`src/rtl/or1200_wb_arb_pkg.sv`:
```
// or1200_wb_arb_pkg
//   Shared definitions for the two-master Wishbone arbiter:
//   arbitration state encoding, Wishbone cycle-type constants and the
//   tie-break helper used when leaving IDLE.
package or1200_wb_arb_pkg;

  // Arbitration state: which master (if any) currently owns the slave port
  typedef enum logic [1:0] {
    IDLE = 2'b00,
    GNT0 = 2'b01,
    GNT1 = 2'b10
  } arb_state_t;

  // Wishbone B3 cycle type identifiers
  localparam logic [2:0] CTI_CLASSIC = 3'b000;
  localparam logic [2:0] CTI_INCR    = 3'b010;
  localparam logic [2:0] CTI_EOB     = 3'b111;

  // Grant decision out of IDLE. On a tie the master that did not own
  // the bus last wins, which gives round-robin fairness between the two.
  function automatic arb_state_t idleGrant(input logic c0,
                                           input logic c1,
                                           input logic lastGnt);
    arb_state_t nxt;
    nxt = IDLE;
    if (c0 && c1)
      nxt = lastGnt ? GNT0 : GNT1;
    else if (c0)
      nxt = GNT0;
    else if (c1)
      nxt = GNT1;
    return nxt;
  endfunction

endpackage

```
`src/rtl/or1200_wb_arb_wdog.sv`:
```
// or1200_wb_arb_wdog
//   Bus watchdog for the arbiter. Counts consecutive cycles in which the
//   granted master is strobing and the slave answers with neither ack nor
//   err. When the count reaches WD_CYCLES it raises o_timeout for one
//   cycle; the arbiter turns that into an error to the granted master.
//   Only instantiated when OR1200_WB_ARB_WATCHDOG_EN is defined.
//
// Ports
//   clk_i     : clock, rising edge
//   rst_i     : synchronous active-low reset
//   i_active  : a master is currently granted
//   i_stb     : strobe of the granted master
//   i_ack     : slave ack
//   i_err     : slave error
//   o_timeout : one-cycle pulse when the limit is reached
module or1200_wb_arb_wdog #(
  parameter int WD_CYCLES = 255
) (
  input  logic clk_i,
  input  logic rst_i,
  input  logic i_active,
  input  logic i_stb,
  input  logic i_ack,
  input  logic i_err,
  output logic o_timeout
);

  localparam int CW = $clog2(WD_CYCLES + 1);

  logic [CW-1:0] r_count;
  // Sticky indication that a timeout has ever fired since reset
  logic          r_wdFlag;

  assign o_timeout = i_active && (r_count == CW'(WD_CYCLES));

  // Stall counter: any response, a dropped strobe or an idle bus restarts
  // the count; a timeout also restarts it so the next hang is timed afresh.
  always_ff @(posedge clk_i) begin
    if (!rst_i) begin
      r_count  <= '0;
      r_wdFlag <= 1'b0;
    end else if (o_timeout) begin
      r_count  <= '0;
      r_wdFlag <= 1'b1;
    end else if (!i_active || !i_stb || i_ack || i_err) begin
      r_count  <= '0;
    end else begin
      r_count  <= r_count + 1'b1;
    end
  end

endmodule

```
`src/rtl/or1200_wb_arb.sv`:
```
// or1200_wb_arb
//   Two-master, one-slave Wishbone B3 arbiter between the OR1200
//   instruction bus (master 0) and data bus (master 1). The grant is
//   registered and round-robin on ties; once granted, a master keeps the
//   bus for as long as it holds cyc (bursts and stb gaps included). The
//   slave side is a combinational mux of the granted master, so the slave
//   cycle starts one clock after the request.
//
//   Optional feature macro: OR1200_WB_ARB_WATCHDOG_EN
//     Adds a bus watchdog that errors out a cycle left without ack/err
//     for WD_CYCLES strobing cycles.
//
// Ports
//   clk_i, rst_i            : clock, synchronous active-low reset
//   m0_* / m1_*             : Wishbone master interfaces (iwb, dwb)
//     *_cyc_i,_stb_i,_we_i  : cycle, strobe, write enable
//     *_adr_i,_sel_i,_dat_i : address, byte selects, write data
//     *_cti_i               : cycle type
//     *_dat_o,_ack_o,_err_o : read data, ack, error back to the master
//   s_*                     : Wishbone slave interface
module or1200_wb_arb
  import or1200_wb_arb_pkg::*;
#(
  parameter int AW        = 32,
  parameter int DW        = 32,
  parameter int WD_CYCLES = 255
) (
  input  logic            clk_i,
  input  logic            rst_i,
  // master 0 (instruction bus)
  input  logic            m0_cyc_i,
  input  logic            m0_stb_i,
  input  logic            m0_we_i,
  input  logic [AW-1:0]   m0_adr_i,
  input  logic [DW/8-1:0] m0_sel_i,
  input  logic [DW-1:0]   m0_dat_i,
  input  logic [2:0]      m0_cti_i,
  output logic [DW-1:0]   m0_dat_o,
  output logic            m0_ack_o,
  output logic            m0_err_o,
  // master 1 (data bus)
  input  logic            m1_cyc_i,
  input  logic            m1_stb_i,
  input  logic            m1_we_i,
  input  logic [AW-1:0]   m1_adr_i,
  input  logic [DW/8-1:0] m1_sel_i,
  input  logic [DW-1:0]   m1_dat_i,
  input  logic [2:0]      m1_cti_i,
  output logic [DW-1:0]   m1_dat_o,
  output logic            m1_ack_o,
  output logic            m1_err_o,
  // slave
  output logic            s_cyc_o,
  output logic            s_stb_o,
  output logic            s_we_o,
  output logic [AW-1:0]   s_adr_o,
  output logic [DW/8-1:0] s_sel_o,
  output logic [DW-1:0]   s_dat_o,
  output logic [2:0]      s_cti_o,
  input  logic [DW-1:0]   s_dat_i,
  input  logic            s_ack_i,
  input  logic            s_err_i
);

  arb_state_t r_state;
  // Owner of the most recently completed grant (0 = m0, 1 = m1)
  logic       r_lastGnt;
  logic       w_wdTimeout;

  // Arbitration FSM. Leaving a grant hands the bus straight to a waiting
  // master without an IDLE cycle; a master that drops and immediately
  // re-raises cyc therefore queues behind the other one.
  always_ff @(posedge clk_i) begin
    if (!rst_i) begin
      r_state   <= IDLE;
      r_lastGnt <= 1'b1;
    end else begin
      case (r_state)
        IDLE: r_state <= idleGrant(m0_cyc_i, m1_cyc_i, r_lastGnt);
        GNT0: begin
          if (!m0_cyc_i) begin
            r_lastGnt <= 1'b0;
            r_state   <= m1_cyc_i ? GNT1 : IDLE;
          end
        end
        GNT1: begin
          if (!m1_cyc_i) begin
            r_lastGnt <= 1'b1;
            r_state   <= m0_cyc_i ? GNT0 : IDLE;
          end
        end
        default: r_state <= IDLE;
      endcase
    end
  end

  // Bus routing. The granted master drives the slave directly and sees the
  // slave response; the other master and an idle bus see all zeros. A
  // watchdog timeout kills cyc/stb and reports an error in the same cycle.
  always_ff @(posedge clk_i) begin end
  always_comb begin
    s_cyc_o  = 1'b0;
    s_stb_o  = 1'b0;
    s_we_o   = 1'b0;
    s_adr_o  = '0;
    s_sel_o  = '0;
    s_dat_o  = '0;
    s_cti_o  = '0;
    m0_dat_o = '0;
    m0_ack_o = 1'b0;
    m0_err_o = 1'b0;
    m1_dat_o = '0;
    m1_ack_o = 1'b0;
    m1_err_o = 1'b0;
    case (r_state)
      GNT0: begin
        s_cyc_o  = m0_cyc_i & ~w_wdTimeout;
        s_stb_o  = m0_stb_i & ~w_wdTimeout;
        s_we_o   = m0_we_i;
        s_adr_o  = m0_adr_i;
        s_sel_o  = m0_sel_i;
        s_dat_o  = m0_dat_i;
        s_cti_o  = m0_cti_i;
        m0_dat_o = s_dat_i;
        m0_ack_o = s_ack_i;
        m0_err_o = s_err_i | w_wdTimeout;
      end
      GNT1: begin
        s_cyc_o  = m1_cyc_i & ~w_wdTimeout;
        s_stb_o  = m1_stb_i & ~w_wdTimeout;
        s_we_o   = m1_we_i;
        s_adr_o  = m1_adr_i;
        s_sel_o  = m1_sel_i;
        s_dat_o  = m1_dat_i;
        s_cti_o  = m1_cti_i;
        m1_dat_o = s_dat_i;
        m1_ack_o = s_ack_i;
        m1_err_o = s_err_i | w_wdTimeout;
      end
      default: ;
    endcase
  end

`ifdef OR1200_WB_ARB_WATCHDOG_EN
  logic w_active;
  logic w_grantStb;

  // The watchdog watches the raw master strobe, not s_stb_o, so that its
  // own forcing of s_stb_o cannot feed back into the count.
  assign w_active   = (r_state != IDLE);
  assign w_grantStb = (r_state == GNT0) ? m0_stb_i :
                      (r_state == GNT1) ? m1_stb_i : 1'b0;

  or1200_wb_arb_wdog #(
    .WD_CYCLES (WD_CYCLES)
  ) u_wdog (
    .clk_i     (clk_i),
    .rst_i     (rst_i),
    .i_active  (w_active),
    .i_stb     (w_grantStb),
    .i_ack     (s_ack_i),
    .i_err     (s_err_i),
    .o_timeout (w_wdTimeout)
  );
`else
  // No watchdog in this build: errors come from the slave only and
  // WD_CYCLES has no effect.
  assign w_wdTimeout = (WD_CYCLES < 0);
`endif

endmodule

```
`config.mk`:
```
export PLATFORM = sky130hd
export DESIGN_NAME = or1200_wb_arb
export DESIGN_NICKNAME = d
export VERILOG_FILES = /design/src/rtl/or1200_wb_arb_pkg.sv /design/src/rtl/or1200_wb_arb_wdog.sv /design/src/rtl/or1200_wb_arb.sv
export SDC_FILE = /design/constraint.sdc
export NUM_CORES = 1
export LEC_CHECK = 0
export BUFFER_PORTS_ARGS = -buffer_cell sky130_fd_sc_hd__buf_2
export CAP_MARGIN = 20
export CORE_AREA = 3 3 127 129
export CTS_CLUSTER_DIAMETER = 120
export CTS_CLUSTER_SIZE = 24
export DETAILED_ROUTE_END_ITERATION = 12
export DIE_AREA = 0 0 130 132
export PLACE_DENSITY = 0.53
export REMOVE_ABC_BUFFERS = 1
export SKIP_LAST_GASP = 1
export SYNTH_ARGS = -nofsm -noshare
export SYNTH_HDL_FRONTEND = slang
export SYNTH_SLANG_ARGS = --single-unit
```
`constraint.sdc`:
```
create_clock -name clk_i -period 1.6 [get_ports clk_i]
set_clock_uncertainty 0.05 [all_clocks]
set_input_delay 0.08 -clock clk_i [delete_from_list [all_inputs] [get_ports clk_i]]
set_output_delay 0.08 -clock clk_i [all_outputs]
set_load 0.01 [all_outputs]
```
==> results.md <==
- # DRC: 0
- Hold WC Path Type: in2reg
- # Max-Cap Violations: 0
- Drt pass-1 iters: 6
- # hold bufs at CTS: 0
- Int Pwr: 0.001271 W
- Share of Yosys cell area claimed by the top area cell type: 0.2972
- Iteration-0 DRC Markers: 121
- Clock Power Share: 0.193
- Clk_lat worst skew: 0.23 ns
- Status: complete, but fails checks
- Multi-input logic area: 1802 sq um
- Final ANT Viol Nets: 0
- Leading area contributor after synthesis: a22oi_1
- Longest Clk Path Bufs: 2
- Failing checks: negative setup slack
- Half-perimeter wire length of the detailed placement result: 8.435 mm
- Total GRT Usage: 0.1128
- Count of flip-flops with a built-in enable after synthesis: 0
- Worst slew margin: 0.8492
- Top post-synthesis cells by count: nor2b_1 (74), a22oi_1 (73), and2_1 (68)
- Layout fillers: 1654
- Via count: 3196
- Ports: 326
- Top cells by area, synth: a22oi_1 (30%), nor2b_1 (25%), and2_1 (23%)
- First-pass GRT wire length: 15.53 mm
- Gate count of the mapped netlist: 274
- Critical path fanouts, max: 19
- Combinational share of power: 0.764
- Clock root cell: clkbuf_16
- Placer Congestion: 0.8373
- Pwr Total: 0.002071 W
- Worst Path Arrival: 1.55 ns
- IO buf count: 325
- CTS Sinks: 3
- Nets@finish: 784
- Seq. cell area: 65.06 sq um
- GR Overflow Total: 0
- Worst-path clk slew: 0.03 ns
- Htree depth: 1
- Number of library cell types mapped by synthesis: 21
- Die span in y: 132 um
- Critical path type: reg2out
- CTS tree: done
- Total Wirelength: 11.72 mm
- Placement Setup Slack: 0.04201 ns
- Sw frac: 0.3860
- Peak Freq: 596.1 MHz
- Fin. max-slew vios: 0
- Max VDD drop: 0.3677 mV
- Die W: 130 um
- Largest net degree at the start of global routing: 51
- Tcrit/Tclk final: 1.048
- Vias per std cell: 4.087
- P_sw: 0.0007992 W
- Most frequent cell after synthesis: nor2b_1
- Crit path time final: 1.678 ns
- Startpoint types: flip-flop
- Primary FF master, synth: dfxtp_1
- Area delta synth->final: 130.7%
- Die footprint: 17160 sq um
- Unrepaired setup endpoints after global routing: yes
- CTS Buf Count: 3
- Final setup margin: -0.07757 ns
- Average wire per standard cell: 14.98 um
- Vias in the first global route: 2849
- Count of final setup violators: 51
- Initial Utilization: 0.1218
- Yosys warns: 0
- Syn_area_per_cell: 6.731 sq um
- Finished Core Util: 0.2809
- CP Capture Type: output port
- Antenna diodes: 0
- Core Box Area: 15150 sq um
- # rows: 45
- PwrDens: 486.7 nW/um^2
- Leakage: 2.232 nW
- Number of synthesized register bits: 3
- Fraction of layout cells with a size suffix above 1: 0.6616
- Post-synthesis sequential area ratio: 0.03256
- Worst slew pin tran: 0.2263 ns
- Final Hold Viols: 0
- Antenna violations before repair: 0
- Required @ worst endpoint: 1.47 ns
- Reg power frac: 0.043
- Ys async rst share: 0
- Synth Cell Area: 1844 sq um
-- state kept, by name, summed over array words and instances, names as in the netlist --
signal	cells
r_lastGnt	1
r_state	2
-- layout by cell type (no fill, tap or decap), drive strengths merged --
| cell type | n |
|---|---|
| nand2 | 2 |
| nand4 | 1 |
| clkbuf | 7 |
| a21oi | 3 |
| and2 | 68 |
| nor2 | 3 |
| o21ai | 2 |
| inv | 2 |
| a22oi | 74 |
| bufbuf | 1 |
| nand4b | 1 |
| dfxtp | 3 |
| nor2b | 74 |
| nand2b | 2 |
| o22ai | 2 |
| buf | 344 |
| ha | 5 |
-- per-layer routing --
layer,GRT usage,vias up,share of wire
li1,-,1599,-
met1,0.1433,1451,0.43
met2,0.2023,136,0.51
met3,0.01499,10,0.047
met4,0.02136,0,0.011
met5,0,-,0
-- logic make-up after synthesis --
family	share of synthesized area
simple gates	0.5068
flops	0.03257
compound gates	0.3290
buf+inv	0.09770
fa+ha+maj	0.03392
-- critical path: stages, from the launching register on --
cell and delay, ns:
dfxtp_4 0.34, buf_4 0.14, ha_4 0.21, buf_12 0.17, a22oi_2 0.24, nor2b_1 0.07, buf_2 0.14
-- power by group through the flow --
stage | registers, W | logic [W] | clock network (W)
floorplan | 0.0000907 | 0.000593 | 0
global placement | 0.0000905 | 0.00122 | 0
detailed placement | 0.0000908 | 0.00121 | 0
CTS | 0.0000896 | 0.00143 | 0.000409
global route | 0.0000917 | 0.00171 | 0.000420
finish | 0.0000896 | 0.00158 | 0.000399
-- cell type report --
type | count | share of cell area
tap | 188 | 0.05529
timing repair buffer | 348 | 0.4856
multi-input combinational | 237 | 0.4235
clock buffer | 4 | 0.01853
sequential | 3 | 0.01529
inverter | 2 | 0.001765
-- through the flow --
step	instance area [sq um]	cells	TNS, ns	hold slack, ns
after floorplan	1672	242	-126.03	0.1100
after global placement	3701	765	0	0.2688
after detailed placement	3701	765	0	0.2744
after CTS	4015	777	-1.625	0.04147
after global routing	4254	782	-6.687	0.05547
final	4254	782	-0.9942	0.04139
-- repair_timing --
action | 4_1_cts | 5_1_grt
setup buffers | 4 | 1
endpoints found under the setup margin | 106 | 109
gates resized for setup | 22 | 31
pin swaps | 1 | 1
gates cloned | 4 | 4
-- worst paths after layout --
path | depth (start not counted) | endpoint | from | slack, ns
setup / recovery | 6 | s_adr_o[12] | r_state[1] | -0.08
hold / removal | 2 | r_lastGnt | rst_i | 0.04
setup reg to reg | 7 | r_state[0] | r_state[1] | 0.01
hold reg to reg | 2 | r_lastGnt | r_lastGnt | 0.47
(Power assumes the default switching activity.)
